File: config.mk
export PLATFORM = sky130hd
export DESIGN_NAME = reset_seq
export DESIGN_NICKNAME = d
export VERILOG_FILES = /design/src/rtl/reset_seq_pkg.sv /design/src/rtl/rst_debounce.sv /design/src/rtl/reset_seq.sv
export SDC_FILE = /design/constraint.sdc
export NUM_CORES = 1
export LEC_CHECK = 0
export ABC_AREA = 1
export CAP_MARGIN = 5
export CELL_PAD_IN_SITES_DETAIL_PLACEMENT = 0
export CELL_PAD_IN_SITES_GLOBAL_PLACEMENT = 1
export CORE_UTILIZATION = 39
export CTS_CLUSTER_SIZE = 12
export DETAILED_ROUTE_END_ITERATION = 8
export GPL_TIMING_DRIVEN = 1
export PLACE_DENSITY = 0.74
export SLEW_MARGIN = 25
export SYNTH_ARGS = -nofsm -noshare
export SYNTH_HDL_FRONTEND = slang
export SYNTH_SLANG_ARGS = --single-unit
File: constraint.sdc
create_clock -name clk -period 1.5 [get_ports clk]
set_input_delay 0.225 -clock clk [delete_from_list [all_inputs] [get_ports clk]]
set_output_delay 0.225 -clock clk [all_outputs]
set_load 0.02 [all_outputs]
File: src/rtl/reset_seq_pkg.sv
// Shared encodings for the reset sequencer: FSM state values and reset-cause bits.
// Top-level LED/debug logic imports this to decode seq_state and reset_cause.
package reset_seq_pkg;

    typedef enum logic [2:0] {
        S_RST  = 3'd0,
        S_LOCK = 3'd1,
        S_HOLD = 3'd2,
        S_RUN  = 3'd3,
        S_PIN  = 3'd4
    } seq_state_e;

    localparam int unsigned CAUSE_W   = 3;
    localparam int unsigned CAUSE_POR = 0;
    localparam int unsigned CAUSE_PIN = 1;
    // Soft reset and PLL lock loss share one cause bit.
    localparam int unsigned CAUSE_SOFT_LOCK = 2;

    function automatic logic [CAUSE_W-1:0] cause_onehot(input int unsigned idx);
        return CAUSE_W'(1) << idx;
    endfunction

endpackage

File: src/rtl/rst_debounce.sv
// Two-flop synchroniser followed by a stability filter: the output level only follows
// the synchronised input after it has differed for DEBOUNCE_CYC consecutive cycles.
module rst_debounce #(
    parameter int unsigned DEBOUNCE_CYC = 65535,
    parameter logic        RESET_VAL    = 1'b1
) (
    input  logic clk_i,
    input  logic res_i,
    input  logic din_i,
    output logic dout_o
);

    localparam int unsigned CntW = (DEBOUNCE_CYC > 1) ? $clog2(DEBOUNCE_CYC) : 1;
    localparam logic [CntW-1:0] CntLast = CntW'(DEBOUNCE_CYC - 1);

    logic            sync1_q;
    logic            sync2_q;
    logic            level_q;
    logic            level_d;
    logic [CntW-1:0] cnt_q;
    logic [CntW-1:0] cnt_d;

    always_comb begin
        level_d = level_q;
        cnt_d   = '0;
        if (sync2_q != level_q) begin
            if (cnt_q == CntLast) begin
                level_d = sync2_q;
            end else begin
                cnt_d = cnt_q + CntW'(1);
            end
        end
    end

    always_ff @(posedge clk_i) begin
        if (res_i) begin
            sync1_q <= RESET_VAL;
            sync2_q <= RESET_VAL;
            level_q <= RESET_VAL;
            cnt_q   <= '0;
        end else begin
            sync1_q <= din_i;
            sync2_q <= sync1_q;
            level_q <= level_d;
            cnt_q   <= cnt_d;
        end
    end

    assign dout_o = level_q;

endmodule

File: src/rtl/reset_seq.sv
// Core reset sequencer: waits for a settled PLL lock and a debounced pin, holds nres low
// for a fixed time, then releases it; re-sequences on pin, soft reset or lock loss.
module reset_seq
    import reset_seq_pkg::*;
#(
    parameter int unsigned LOCK_SETTLE  = 256,
    parameter int unsigned HOLD_CNT     = 1600000,
    parameter int unsigned DEBOUNCE_CYC = 65535,
    parameter int unsigned CNT_W        = 24
) (
    input  logic               clk,
    input  logic               res,
    input  logic               pin_resn,
    input  logic               pll_locked,
    input  logic               soft_res,
    output logic               nres,
    output logic [CAUSE_W-1:0] reset_cause,
    output logic [2:0]         seq_state
);

    localparam logic [CNT_W-1:0] LockLast = CNT_W'(LOCK_SETTLE - 1);
    localparam logic [CNT_W-1:0] HoldLast = CNT_W'(HOLD_CNT - 1);

    seq_state_e         state_q;
    seq_state_e         state_d;
    logic [CNT_W-1:0]   cnt_q;
    logic [CNT_W-1:0]   cnt_d;
    logic [CNT_W-1:0]   cnt_inc;
    logic [CAUSE_W-1:0] cause_q;
    logic [CAUSE_W-1:0] cause_d;
    logic               nres_q;
    logic               nres_d;
    logic               soft_q;
    logic               lock_s1_q;
    logic               lock_s2_q;
    logic               pin_released;
    logic               locked;
    logic               soft_rise;

    rst_debounce #(
        .DEBOUNCE_CYC (DEBOUNCE_CYC),
        .RESET_VAL    (1'b1)
    ) u_pin_debounce (
        .clk_i  (clk),
        .res_i  (res),
        .din_i  (pin_resn),
        .dout_o (pin_released)
    );

    assign locked    = lock_s2_q;
    assign soft_rise = soft_res & ~soft_q;
    assign cnt_inc   = (cnt_q == '1) ? cnt_q : cnt_q + CNT_W'(1);

    always_comb begin
        state_d = state_q;
        cnt_d   = cnt_q;
        cause_d = cause_q;
        unique case (state_q)
            S_RST: begin
                state_d = S_LOCK;
                cnt_d   = '0;
            end
            S_LOCK: begin
                if (!locked) begin
                    cnt_d = '0;
                end else if (cnt_q == LockLast) begin
                    state_d = S_HOLD;
                    cnt_d   = '0;
                end else begin
                    cnt_d = cnt_inc;
                end
            end
            S_HOLD: begin
                if (!locked) begin
                    state_d = S_LOCK;
                    cnt_d   = '0;
                end else if (!pin_released) begin
                    state_d = S_PIN;
                    cnt_d   = '0;
                end else if (cnt_q == HoldLast) begin
                    state_d = S_RUN;
                    cnt_d   = '0;
                end else begin
                    cnt_d = cnt_inc;
                end
            end
            S_RUN: begin
                // The cause register is only rewritten on the way out of RUN.
                if (!locked) begin
                    state_d = S_LOCK;
                    cnt_d   = '0;
                    cause_d = cause_onehot(CAUSE_SOFT_LOCK);
                end else if (!pin_released) begin
                    state_d = S_PIN;
                    cnt_d   = '0;
                    cause_d = cause_onehot(CAUSE_PIN);
                end else if (soft_rise) begin
                    state_d = S_HOLD;
                    cnt_d   = '0;
                    cause_d = cause_onehot(CAUSE_SOFT_LOCK);
                end
            end
            S_PIN: begin
                if (!locked) begin
                    state_d = S_LOCK;
                    cnt_d   = '0;
                end else if (pin_released) begin
                    state_d = S_HOLD;
                    cnt_d   = '0;
                end
            end
            default: begin
                state_d = S_RST;
                cnt_d   = '0;
            end
        endcase
        nres_d = (state_d == S_RUN);
    end

    always_ff @(posedge clk) begin
        if (res) begin
            state_q   <= S_RST;
            cnt_q     <= '0;
            cause_q   <= cause_onehot(CAUSE_POR);
            nres_q    <= 1'b0;
            soft_q    <= 1'b0;
            lock_s1_q <= 1'b1;
            lock_s2_q <= 1'b1;
        end else begin
            state_q   <= state_d;
            cnt_q     <= cnt_d;
            cause_q   <= cause_d;
            nres_q    <= nres_d;
            soft_q    <= soft_res;
            lock_s1_q <= pll_locked;
            lock_s2_q <= lock_s1_q;
        end
    end

    assign nres        = nres_q;
    assign reset_cause = cause_q;
    assign seq_state   = state_q;

endmodule
# After elaboration in Yosys (flattened, before gate mapping)
# Index checks and enable logic that the tools add are counted.
[totals]
word_cells = 60
regBits = 53
in_bits = 5
[classes]
bitwise_logic = 3
n_reduce_logical = 5
n_eq_ne = 13
addsub = 2
muxes = 26
[ops]
columns = ["operator", "count"]
rows = [
  ["$mux W24", 11],
  ["$pmux W24 S4", 1],
  ["$mux W3", 13],
  ["$add A24 B1 Y24 const B", 1],
  ["$eq A24 B21 Y1 const B", 1],
  ["$eq A24 B24 Y1 const B", 1],
  ["$eq A24 B8 Y1 const B", 1],
  ["$add A16 B1 Y16 const B", 1],
  ["$eq A16 B16 Y1 const B", 1],
  ["$pmux W3 S5", 1],
  ["$eq A3 B2 Y1 const B", 3],
  ["$reduce_and A2 Y1", 3],
  ["$ne A4 B4 Y1 const B", 1],
  ["$eq A3 B1 Y1 const B", 1],
  ["$eq A3 B3 Y1 const B", 1],
  ["$logic_not A3 Y1", 1],
  ["$ne A3 B2 Y1 const B", 1],
  ["$ne A3 B3 Y1 const B", 1],
  ["$reduce_or A3 Y1", 1],
  ["$not A1 Y1", 2],
  ["$and A1 B1 Y1", 1],
  ["$ne A1 B1 Y1", 1],
]

# Longest topological paths before layout
[depth]
ltp_word = 7
mapped_depth = 13
depth_no_buf = 12

# Modules after synthesis
# Synthesis repeated with hierarchy kept, for this count alone.
[hier_totals]
hier_cells = 463
area_unflattened_um2 = 3115.5
[by_module_without_submodules]
columns = ["module", "seq_area_each_um2", "n_inst", "cells_per_inst", "area_each_um2"]
rows = [
  ["reset_seq", 680.7, 1, 330, 2154.6],
  ["rst_debounce", 380.4, 1, 133, 960.9],
]

# Worst setup path after synthesis
# No wires, ideal clock.
[synth_timing]
path_kind = "register to register"
startpoint = "reg state_q[2], in the netlist seq_state[2]"
endpoint = "reg cnt_q[14]"
synth_period_minus_slack_ns = 1.544
required_time_ns = 1.386
path_slack_ns = -0.044
arrival_ns = 1.430
setup_ns = 0.114
stages_incl_launch_ff = 10
path_buffers = 0
cell_sequence = "dfxtp_1 inv_1 nand3_1 nor2_2 nor2_8 nand2_1 nor2_2 nand2_1 xor2_1 nor2_1"
[synth_via]
elab_chain_len = 3
word_cells_on_any_way = 8
cone_classes = "eq/ne: 6; mux: 1; reduce/logical: 1"
[synth_lines]
columns = ["element", "line", "rtl"]
rows = [
  ["start: declaration", "reset_seq.sv:24", "seq_state_e state_q;"],
  ["start signal: assignment", "reset_seq.sv:130", "state_q <= state_d;"],
  ["$eq A3 B2 Y1 or $eq A3 B3 Y1 (tied branches)", "reset_seq.sv:58", "unique case (state_q)"],
  ["$ne A4 B4 Y1 (no line) or $ne A3 B2 Y1 (tied branches)", "--", ""],
  ["$reduce_and A2 Y1 (no line)", "--", ""],
  ["end signal: assignment", "reset_seq.sv:131", "cnt_q <= cnt_d;"],
  ["end: declaration", "reset_seq.sv:26", "logic [CNT_W-1:0] cnt_q;"],
]
# Parallel ways exist; a longest one is shown, timed or not.
# A chain may end at the register's enable or synchronous reset.

# Worst setup path after layout
[layout_timing]
startpoint = "reg cnt_q[0]"
endpoint = "reg cnt_q[7]"
[layout_via]
elab_chain_len = 6
word_cells_on_any_way = 11
cone_classes = "add/sub: 1; eq/ne: 3; mux: 7"
[layout_lines]
columns = ["element", "line", "rtl"]
rows = [
  ["$add A24 B1 Y24 or $eq A24 B24 Y1 (tied branches)", "reset_seq.sv:52", "assign cnt_inc = (cnt_q == '1) ? cnt_q : cnt_q + CNT_W'(1);"],
  ["$mux W24", "reset_seq.sv:52", ""],
  ["$mux W24", "reset_seq.sv:80", "end else if (cnt_q == HoldLast) begin"],
  ["$mux W24", "reset_seq.sv:77", "end else if (!pin_released) begin"],
  ["$mux W24", "reset_seq.sv:74", "if (!locked) begin"],
  ["$pmux W24 S4 (*)", "reset_seq.sv:58", ""],
]
# Every way passes the cells marked *; elsewhere a longest branch is shown, timed or not.

==> flow_summary_export.csv <==
group,metric,value,unit
clock_network,path_clk_slew,0.10,ns
finish,fin_nets,523,
clock_network,cts_tree,"built",
power,irDropWorstVdd,435,uV
route,initialDrtViolationCount,111,
sta,min_period_over_period,1.09,
sta,maxSlewViolCount,0,
route,ant_nets,0,
sta,rsz0062_at_grt,"true",
hold_path,hold_depth,1,
worst_setup_path,worst_path_max_delay_cell,"dfxtp_2",
power,power_density,579,mW/mm2
clock_network,cts_root_buffer,"clkbuf_8",
sta,fin_crit,1.64,ns
clock_network,cts.htree.levels,2,
yosys,synth_area,0.00277,mm2
clock_network,cts_buffers,5,
hold_path,hp-start,"u_pin_debounce.sync1_q",
finish,multi_input_area,0.00180,mm2
worst_setup_path,worstPathMaxFanout,5,
yosys,ys_seq_area_frac,0.383,
sta,tns,-2.16,ns
finish,final_common_cell,"buf_4",
outcome,status,"complete, but fails checks",
placement,routabilityCongestion,0.833,
worst_setup_path,cp_top_family,"simple AND/OR/NAND/NOR gates",
worst_setup_path,cp_num_cells,13,
placement,port_buffers,11,
worst_setup_path,cp.arrival,1.84,ns
floorplanning,initial_utilization,0.406,
sta,clock_skew,0.00499,ns
worst_setup_path,cp_cell_sequence,"ha_4 > inv_2 > nor2_2 > nand2_2 > inv_2 > nand3_2 > nand2_2 > nand2_4 > nand2_4 > nand2_8 > buf_12 > nand2_8 > nor3_2",
sta,setup_viol,26,
worst_setup_path,critPathLaunchType,"register",
finish,fillers,633,
grt,grt_max_degree,17,
worst_setup_path,r2r_start,"cnt_q[0]",
finish,n_antenna_cell,0,
yosys,synth_cell_type_count,33,
floorplanning,fp.dieW,86.3,um
finish,mostFrequentLayoutCells,"90 x buf_4, 65 x nor2_1, 59 x nand2_1, 42 x inv_1, 32 x dfxtp_1",
sta,worst_slack,-0.136,ns
grt,grt_antenna_before_repair,0,
sta,worst-slew-pin-transition,0.333,ns
floorplanning,dieArea,0.00745,mm2
yosys,yosysWarnings,0,
yosys,synthCells,399,
worst_setup_path,required,1.70,ns
grt,overflow,0,
finish,syn_to_final_growth,52.7,%
clock_network,holdBufCountCts,0,
worst_setup_path,critical-path-max-stage-delay,0.37,ns
hold_path,hold_end,"u_pin_debounce.sync2_q",
run,cap_violations,0,
floorplanning,rows,30,
finish,drive_gt1_frac,0.424,
worst_setup_path,path_class,"reg2reg",
grt,grt_pass1_vias,2826,
sta,worst_hold_slack,0.419,ns
worst_setup_path,crit_path_end_kind,"register",
floorplanning,core,0.00683,mm2
sta,fmax,0.611,GHz
route,vias,2860,
hold_path,min_path_type,"reg2reg",
grt,grt_usage,0.206,
worst_setup_path,cp_num_buf_inv,3,
worst_setup_path,r2r_cells,13,
route,wirelength,7.38,mm
clock_network,clkSinkCount,53,
outcome,violations,"negative setup slack",
sta,hold_viol,0,
route,via_per_inst,4.67,
route,first_pass_iters,5,
yosys,syn-num-nets,407,
floorplanning,die_h,86.3,um
worst_setup_path,rrSetupSlack,-0.14,ns
clock_network,clock_latency,0.31,ns
power,p_leak,1.79,nW
placement,hpwlAfterDp,5.04,mm
route,avgRoutedWirePerCell,12.1,um
yosys,ys_ff_latch,53,
clock_network,clock_path_buffers,2,
sta,relSlewSlack,0.776,
yosys,postSynthAreaPerCell,6.95,um2
finish,regArea,0.00109,mm2
worst_setup_path,reg2reg_to,"cnt_q[7]",
grt,grt_pass1_wl,12.3,mm
route,drc,0,
floorplanning,io_pins,12,
==> layer usage <==
layer  wire length, um  share of wire  track usage
met1              3380           0.46        0.257
met2              3690           0.50        0.361
met3               226          0.031       0.0333
met4                78          0.011       0.0697
met5                 0              0            0
==> per-stage QoR <==
| step | util | worst slack (ns) | power [mW] | instances | cell area (um2) |
|---|---|---|---|---|---|
| floorplan | - | 0.00188 | 1.53 | 399 | 2780 |
| global placement | 0.529 | -0.264 | 1.59 | 587 | 3620 |
| detailed placement | 0.529 | -0.331 | 1.59 | 587 | 3620 |
| CTS | 0.571 | -0.150 | 2.45 | 602 | 3900 |
| global route | 0.620 | -0.235 | 2.55 | 612 | 4230 |
| finish | 0.620 | -0.136 | 2.45 | 612 | 4230 |
==> report_power, final <==
group | internal [mW] | switching [mW]
Sequential | 1.42 | 0.00991
Combinational | 0.0986 | 0.105
Clock | 0.324 | 0.498
==> cell type report <==
class                           instances  area share
Multi-Input combinational cell        292       0.426
Sequential cell                        53       0.258
Timing Repair Buffer                  111       0.221
Inverter                               52      0.0461
Tap cell                               96      0.0284
Clock buffer                            5      0.0163
Clock inverter                          3     0.00414
==> cells by family after synthesis <==
group                      after synthesis  synth area share
xor gates and xnor gates                17            0.0537
buffers and inverters                   56            0.0817
AOI/OAI and AO/OA                       30            0.0578
and+or+nand+nor                        240             0.411
DFF                                     53             0.383
adders and majority gates                3            0.0135
==> timing repair <==
action,4_1_cts,5_1_grt
cloned,2,0
pin swaps,18,33
buffers inserted,5,10
resized for setup,31,73
endpoints found under the setup margin,37,43
==> cell usage after synthesis (all sizes together) <==
cell | instances | area [um2]
nor2 | 94 | 424
nand2 | 79 | 337
dfxtp | 53 | 1060
inv | 52 | 195
nand3 | 27 | 140
nor3 | 16 | 85.1
nand4 | 13 | 81.3
a21oi | 12 | 60.1
o21ai | 12 | 60.1
xnor2 | 9 | 78.8
xor2 | 8 | 70.1
or2 | 6 | 37.5
a31oi | 3 | 18.8
buf | 3 | 27.5
ha | 3 | 37.5
nand3b | 2 | 15.0
a21o | 1 | 7.51
and2 | 1 | 6.26
clkbuf | 1 | 3.75
nor4 | 1 | 6.26
o21bai | 1 | 7.51
o22ai | 1 | 6.26
or3 | 1 | 6.26
==> worst reg2reg max path: stages, from the launching register on <==
cell	delay, ns
dfxtp_2	0.37
ha_4	0.14
inv_2	0.04
nor2_2	0.09
nand2_2	0.10
inv_2	0.10
nand3_2	0.08
nand2_2	0.09
nand2_4	0.07
nand2_4	0.08
nand2_8	0.09
buf_12	0.14
nand2_8	0.09
nor3_2	0.04
==> worst max path at each step <==
| stage | from | end |
|---|---|---|
| 2_1_floorplan | cnt_q[1] | cnt_q[10] |
| 3_3_place_gp | soft_res | cnt_q[14] |
| 3_5_place_dp | soft_res | cnt_q[21] |
| 4_1_cts | cnt_q[1] | cnt_q[18] |
| 5_1_grt | cnt_q[6] | cnt_q[16] |
| 6_report | cnt_q[0] | cnt_q[7] |
==> state kept, by name (all words and copies together) (netlist names) <==
register,flops
lock_s2_q,1
seq_state,3
soft_q,1
cnt_q,24
u_pin_debounce.sync1_q,1
u_pin_debounce.sync2_q,1
u_pin_debounce.dout_o,1
lock_s1_q,1
reset_cause,3
u_pin_debounce.cnt_q,16
nres,1
Note: power is estimated with default switching activity, not from simulation.
